$ cat src/rtl/ir_score_tracker.sv
// Per-player IR hit detector, power-up modifiers and 4-digit BCD score.
// Ports: clock/reset (async high); game_active, clear_score, ir_code[15:0],
//   double_points, snitch_powerup in; score_ones..score_thousands[3:0],
//   score_bin[13:0], hit_pulse, busy, saturated out (all registered).
module ir_score_tracker #(
  parameter int unsigned DEBOUNCE_CYCLES = 250000,
  parameter logic [15:0] TARGET_CODE     = 16'h00A5,
  parameter int unsigned HIT_POINTS      = 10,
  parameter int unsigned SNITCH_BONUS    = 150
) (
  input  logic        clock,
  input  logic        reset,
  input  logic        game_active,
  input  logic        clear_score,
  input  logic [15:0] ir_code,
  input  logic        double_points,
  input  logic        snitch_powerup,
  output logic [3:0]  score_ones,
  output logic [3:0]  score_tens,
  output logic [3:0]  score_hundreds,
  output logic [3:0]  score_thousands,
  output logic [13:0] score_bin,
  output logic        hit_pulse,
  output logic        busy,
  output logic        saturated
);

  typedef enum logic [1:0] {
    S_IDLE,
    S_QUAL,
    S_LATCH,
    S_REL
  } state_t;

  localparam logic [19:0] DB_LAST = 20'(DEBOUNCE_CYCLES - 1);
  localparam logic [10:0] HP      = 11'(HIT_POINTS);
  localparam logic [10:0] SB      = 11'(SNITCH_BONUS);

  state_t      state_q, state_d;
  logic [19:0] cnt_q, cnt_d;
  logic [9:0]  pend_q, pend_d;
  logic [3:0]  d0_q, d0_d;
  logic [3:0]  d1_q, d1_d;
  logic [3:0]  d2_q, d2_d;
  logic [3:0]  d3_q, d3_d;
  logic [13:0] bin_q, bin_d;
  logic        hit_q, hit_d;
  logic        busy_q, busy_d;
  logic        sat_q, sat_d;
  logic        snitch_q;

  logic        match;
  logic        hit_now;
  logic        snitch_rise;
  logic        drain;
  logic [10:0] pts;
  logic [10:0] add;
  logic [11:0] sum;

  assign match = (ir_code == TARGET_CODE);

  always_comb begin
    state_d = state_q;
    hit_now = 1'b0;
    unique case (state_q)
      S_IDLE: begin
        if (match && game_active) state_d = S_QUAL;
      end
      S_QUAL: begin
        if (!match || !game_active) begin
          state_d = S_IDLE;
        end else if (cnt_q == DB_LAST) begin
          state_d = S_LATCH;
          hit_now = 1'b1;
        end
      end
      S_LATCH: begin
        if (!game_active)  state_d = S_IDLE;
        else if (!match)   state_d = S_REL;
      end
      S_REL: begin
        if (!game_active)         state_d = S_IDLE;
        else if (match)           state_d = S_LATCH;
        else if (cnt_q == DB_LAST) state_d = S_IDLE;
      end
      default: state_d = S_IDLE;
    endcase

    if (state_d != state_q)
      cnt_d = '0;
    else if (state_q == S_QUAL || state_q == S_REL)
      cnt_d = cnt_q + 20'd1;
    else
      cnt_d = cnt_q;

    if (clear_score) begin
      state_d = S_IDLE;
      cnt_d   = '0;
    end
  end

  assign pts         = double_points ? (HP << 1) : HP;
  assign snitch_rise = snitch_powerup & ~snitch_q & game_active;
  assign add         = (hit_now ? pts : 11'd0) + (snitch_rise ? SB : 11'd0);
  assign drain       = (pend_q != 10'd0) && !sat_q;
  // drain implies pend_q >= 1, so the subtraction cannot wrap
  assign sum = {2'b00, pend_q} - {11'd0, drain} + {1'b0, add};

  always_comb begin
    pend_d = (sum > 12'd1023) ? 10'd1023 : sum[9:0];
    d0_d   = d0_q;
    d1_d   = d1_q;
    d2_d   = d2_q;
    d3_d   = d3_q;
    bin_d  = bin_q;
    sat_d  = sat_q;
    hit_d  = hit_now;

    if (drain) begin
      bin_d = bin_q + 14'd1;
      if (d0_q == 4'd9) begin
        d0_d = 4'd0;
        if (d1_q == 4'd9) begin
          d1_d = 4'd0;
          if (d2_q == 4'd9) begin
            d2_d = 4'd0;
            d3_d = d3_q + 4'd1;
          end else begin
            d2_d = d2_q + 4'd1;
          end
        end else begin
          d1_d = d1_q + 4'd1;
        end
      end else begin
        d0_d = d0_q + 4'd1;
      end
      // this step lands on 9999: freeze and drop what is left
      if (bin_q == 14'd9998) begin
        sat_d  = 1'b1;
        pend_d = '0;
      end
    end

    if (sat_q) pend_d = '0;

    if (clear_score) begin
      pend_d = '0;
      d0_d   = '0;
      d1_d   = '0;
      d2_d   = '0;
      d3_d   = '0;
      bin_d  = '0;
      sat_d  = 1'b0;
      hit_d  = 1'b0;
    end

    busy_d = (pend_d != 10'd0);
  end

  always_ff @(posedge clock or posedge reset) begin
    if (reset) begin
      state_q  <= S_IDLE;
      cnt_q    <= '0;
      pend_q   <= '0;
      d0_q     <= '0;
      d1_q     <= '0;
      d2_q     <= '0;
      d3_q     <= '0;
      bin_q    <= '0;
      hit_q    <= 1'b0;
      busy_q   <= 1'b0;
      sat_q    <= 1'b0;
      snitch_q <= 1'b0;
    end else begin
      state_q  <= state_d;
      cnt_q    <= cnt_d;
      pend_q   <= pend_d;
      d0_q     <= d0_d;
      d1_q     <= d1_d;
      d2_q     <= d2_d;
      d3_q     <= d3_d;
      bin_q    <= bin_d;
      hit_q    <= hit_d;
      busy_q   <= busy_d;
      sat_q    <= sat_d;
      snitch_q <= snitch_powerup;
    end
  end

  assign score_ones      = d0_q;
  assign score_tens      = d1_q;
  assign score_hundreds  = d2_q;
  assign score_thousands = d3_q;
  assign score_bin       = bin_q;
  assign hit_pulse       = hit_q;
  assign busy            = busy_q;
  assign saturated       = sat_q;

endmodule
$ cat config.mk
export PLATFORM = sky130hd
export DESIGN_NAME = ir_score_tracker
export DESIGN_NICKNAME = d
export VERILOG_FILES = /design/src/rtl/ir_score_tracker.sv
export SDC_FILE = /design/constraint.sdc
export NUM_CORES = 1
export LEC_CHECK = 0
export ABC_AREA = 1
export CAP_MARGIN = 0
export CELL_PAD_IN_SITES_DETAIL_PLACEMENT = 0
export CELL_PAD_IN_SITES_GLOBAL_PLACEMENT = 1
export CORE_MARGIN = 4
export CORE_UTILIZATION = 40
export CTS_CLUSTER_SIZE = 10
export DETAILED_ROUTE_END_ITERATION = 10
export GPL_ROUTABILITY_DRIVEN = 0
export GPL_TIMING_DRIVEN = 0
export PLACE_DENSITY_LB_ADDON = 0.08
export SYNTH_ARGS = -nofsm -noshare
export SYNTH_HDL_FRONTEND = slang
export SYNTH_SLANG_ARGS = --single-unit
$ cat constraint.sdc
create_clock -name clock -period 4.2 [get_ports clock]
set_input_delay 1.05 -clock clock [delete_from_list [all_inputs] [get_ports clock]]
set_output_delay 1.05 -clock clock [all_outputs]
set_load 0.02 [all_outputs]
==> flow_metrics.py <==
metrics = {
    "min_path": {
        "hold_start": "score_thousands[3]",
        "hp-class": "reg2reg",
        "whs_path_depth": 1,
        "hold-path-endpoint": "score_thousands[3]",
    },
    "logic_synthesis": {
        "synth-main-ff-cell": "dfrtp_1",
        "yosysTopAreaCell": "dfrtp_1",
        "netlist_area_sq_um": 4090,
        "muxShareOfSynthArea_pct": 0.245,
        "synth_compound_area_share_pct": 7.90,
        "synth-simple-area-share_pct": 29.6,
        "synthXorXnorAreaFrac_pct": 6.83,
        "synth.avg_cell_area_sq_um": 8.09,
        "synth.top_cell.area_share_pct": 40.4,
        "synth_top_cells_by_area": "dfrtp_1 40%, nand2_1 8.4%, inv_1 7.0%, ha_1 6.1%, nor2_1 5.3%",
        "synth_fp_nets": 549,
        "ys_ff_latch": 66,
        "synthAdderAreaFrac_pct": 7.10,
        "synth_edf_count": 0,
        "synth_top_family_by_area": "simple AND/OR/NAND/NOR gates",
        "synth_common_cells": "91 x nand2_1, 76 x inv_1, 66 x dfrtp_1",
        "async_flop_share_pct": 100,
        "ys_warn_count": 0,
        "synth_most_common_cell": "nand2_1",
        "ys_seq_area_share_pct": 40.4,
        "yosysUniqueCellTypes": 42,
        "syn_inst": 505,
    },
    "floorplanning": {
        "die_h_um": 109,
        "core_sq_um": 9860,
        "die_area_sq_um": 11900,
        "die_w_um": 109,
        "row_count": 36,
        "initial_utilization_pct": 41.4,
        "ios": 55,
    },
    "sta": {
        "rsz0062_at_grt": "yes",
        "drv_slew": 0,
        "tightest_slew_ps": 832,
        "fin_crit_ps": 4420,
        "whs_ps": 518,
        "clock.fmax_ghz": 0.226,
        "fin_crit_sh_pct": 105,
        "relSlewSlack_pct": 44.5,
        "final_hold_viol_count": 0,
        "fin_tns_setup_ps": -521,
        "setup_ws_ps": -219,
        "clock_skew_ps": 7.80,
        "setup_viol": 5,
    },
    "detailed_routing": {
        "drc": 0,
        "first_iter_violations": 296,
        "wirelength_mm": 10.0,
        "wire_per_inst_um": 13.2,
        "viasPerCell": 4.87,
        "final_antenna_net_count": 0,
        "num_vias": 3690,
        "dr.pass1.iters": 4,
    },
    "critical_path": {
        "cp_max_fo": 5,
        "crit_type": "in2reg",
        "cp-end-kind": "flop",
        "cp_slowest_cell": "fa_2",
        "slowest_delay_ps": 360,
        "r2r_start": "cnt_q[0]",
        "ff2ff_path_depth": 26,
        "crit_required_ps": 4440,
        "cp_common_cell": "nand2_2",
        "critPathArrivalTime_ps": 4650,
        "rrSetupSlack_ps": 280,
        "cp-start-kind": "primary input",
        "r2r-end": "busy",
    },
    "clock_network": {
        "numCtsBuffers": 9,
        "root_buffer": "clkbuf_8",
        "cts_tree": "yes",
        "clock_path_buffers": 2,
        "path_clk_slew_ps": 70,
        "clkSinkCount": 66,
        "ctsHtreeMaxLevel": 3,
        "insertion_delay_ps": 360,
    },
    "power": {
        "power_leakage_nw": 2.64,
        "vdd_drop_max_v": 0.000240,
        "pwr_density_cell_nw_per_um2": 505,
        "p_total_mw": 2.84,
    },
    "final_layout": {
        "antenna-diode-count": 0,
        "final_layout_size_suffix_gt1_share_pct": 24.8,
        "area_delta_synth_final_pct": 37.3,
        "fin_util_pct": 56.9,
        "final_area_sq_um": 5610,
        "layout.nets": 664,
    },
    "outcome": {
        "status": "finished with violations",
        "failed_checks": "setup timing",
    },
    "place": {
        "post-dp-hpwl_mm": 6.73,
        "placed_cell_area_sq_um": 4830,
        "portBuffers": 54,
    },
    "grt": {
        "track_usage_pct": 18.2,
        "grt_pass1_wl_mm": 16.9,
        "grt_max_degree": 67,
        "antenna_found_initial": 0,
        "overflow": 0,
        "grt_pass1_vias": 3579,
    },
    "flow_run": {
        "cap_violations": 0,
    },
}
[placed cells by master (no fill, tap or decap), types with 9 or more instances in the layout]
| cell | count |
|---|---|
| nand2_1 | 78 |
| inv_1 | 67 |
| dfrtp_1 | 66 |
| nor2_1 | 53 |
| buf_4 | 46 |
| clkdlybuf4s50_1 | 38 |
| nand3_1 | 26 |
| o21ai_0 | 20 |
| xor2_1 | 19 |
| a21oi_1 | 17 |
| ha_1 | 17 |
| nand2_2 | 16 |
| nand3_2 | 13 |
| nor3_1 | 12 |
| nand4_1 | 11 |
| xnor2_1 | 10 |
| clkbuf_8 | 10 |
| nor2_2 | 9 |
| inv_2 | 9 |
[where the power goes]
group	switching (mW)	internal, mW	total, mW
logic	0.735	0.577	1.31
registers	0.113	0.730	0.844
clock network	0.270	0.411	0.681
total	1.12	1.72	2.84
[through the flow]
| stage | instances | setup slack (ps) |
|---|---|---|
| after floorplan | 505 | -20.1 |
| after global placement | 692 | -1010 |
| after detailed placement | 692 | -1000 |
| after CTS | 753 | -113 |
| after global routing | 758 | -521 |
| final | 758 | -219 |
[kinds of logic (layout without fill, tap and decap cells)]
group | after synthesis | count (layout)
flops | 66 | 66
mux | 1 | 1
buf+inv | 84 | 202
compound gates | 56 | 57
fa+ha+maj | 22 | 22
xor+xnor | 31 | 31
simple gates | 245 | 246
[metal layers]
| metal | up-vias | routed length [um] | track usage, % |
|---|---|---|---|
| li1 | 1872 | - | - |
| met3 | 14 | 366 | 3.32 |
| met2 | 56 | 4810 | 29.7 |
| met1 | 1748 | 4670 | 23.5 |
| met4 | 0 | 199 | 7.57 |
| met5 | - | 0 | 0 |
[critical path, delay by kind of cell]
kind / cells / cell delay, ps
xor+xnor: 1 / 170
fa+ha+maj: 3 / 780
buf+inv: 5 / 280
simple gates: 20 / 2360
[worst max path at each step]
stage	from	end	slack, ps
final	ir_code[1]	busy	-220
after global routing	ir_code[1]	busy	-520
after CTS	ir_code[12]	busy	-110
after detailed placement	ir_code[7]	busy	-1000
after global placement	ir_code[7]	busy	-1010
after floorplan	ir_code[3]	busy	-20
[sequential cells by signal, indices dropped and copies added, names as in the netlist]
| signal | flops |
|---|---|
| score_ones | 4 |
| score_tens | 4 |
| saturated | 1 |
| score_hundreds | 4 |
| score_bin | 14 |
| busy | 1 |
| cnt_q | 20 |
| hit_pulse | 1 |
| state_q | 2 |
| pend_q | 10 |
| snitch_q | 1 |
| score_thousands | 4 |
[repair_timing]
item / 4_1_cts / 5_1_grt
setup buffers: 44 / 5
gates resized for setup: 64 / 30
hold buffers: 0 / 0
pin swaps: 32 / 24
gates cloned: 1 / 1
endpoints found under the setup margin: 11 / 11
[area by class of cell]
cell class                      count  area (sq um)
Timing Repair Buffer              102           888
Clock buffer                       10           138
Tap cell                          133           166
Buffer                              5          22.5
Multi-Input combinational cell    357          2330
Clock inverter                      6           114
Fill cell                         896          4250
Inverter                           79           304
Sequential cell                    66          1650
(Power assumes the default switching activity.)
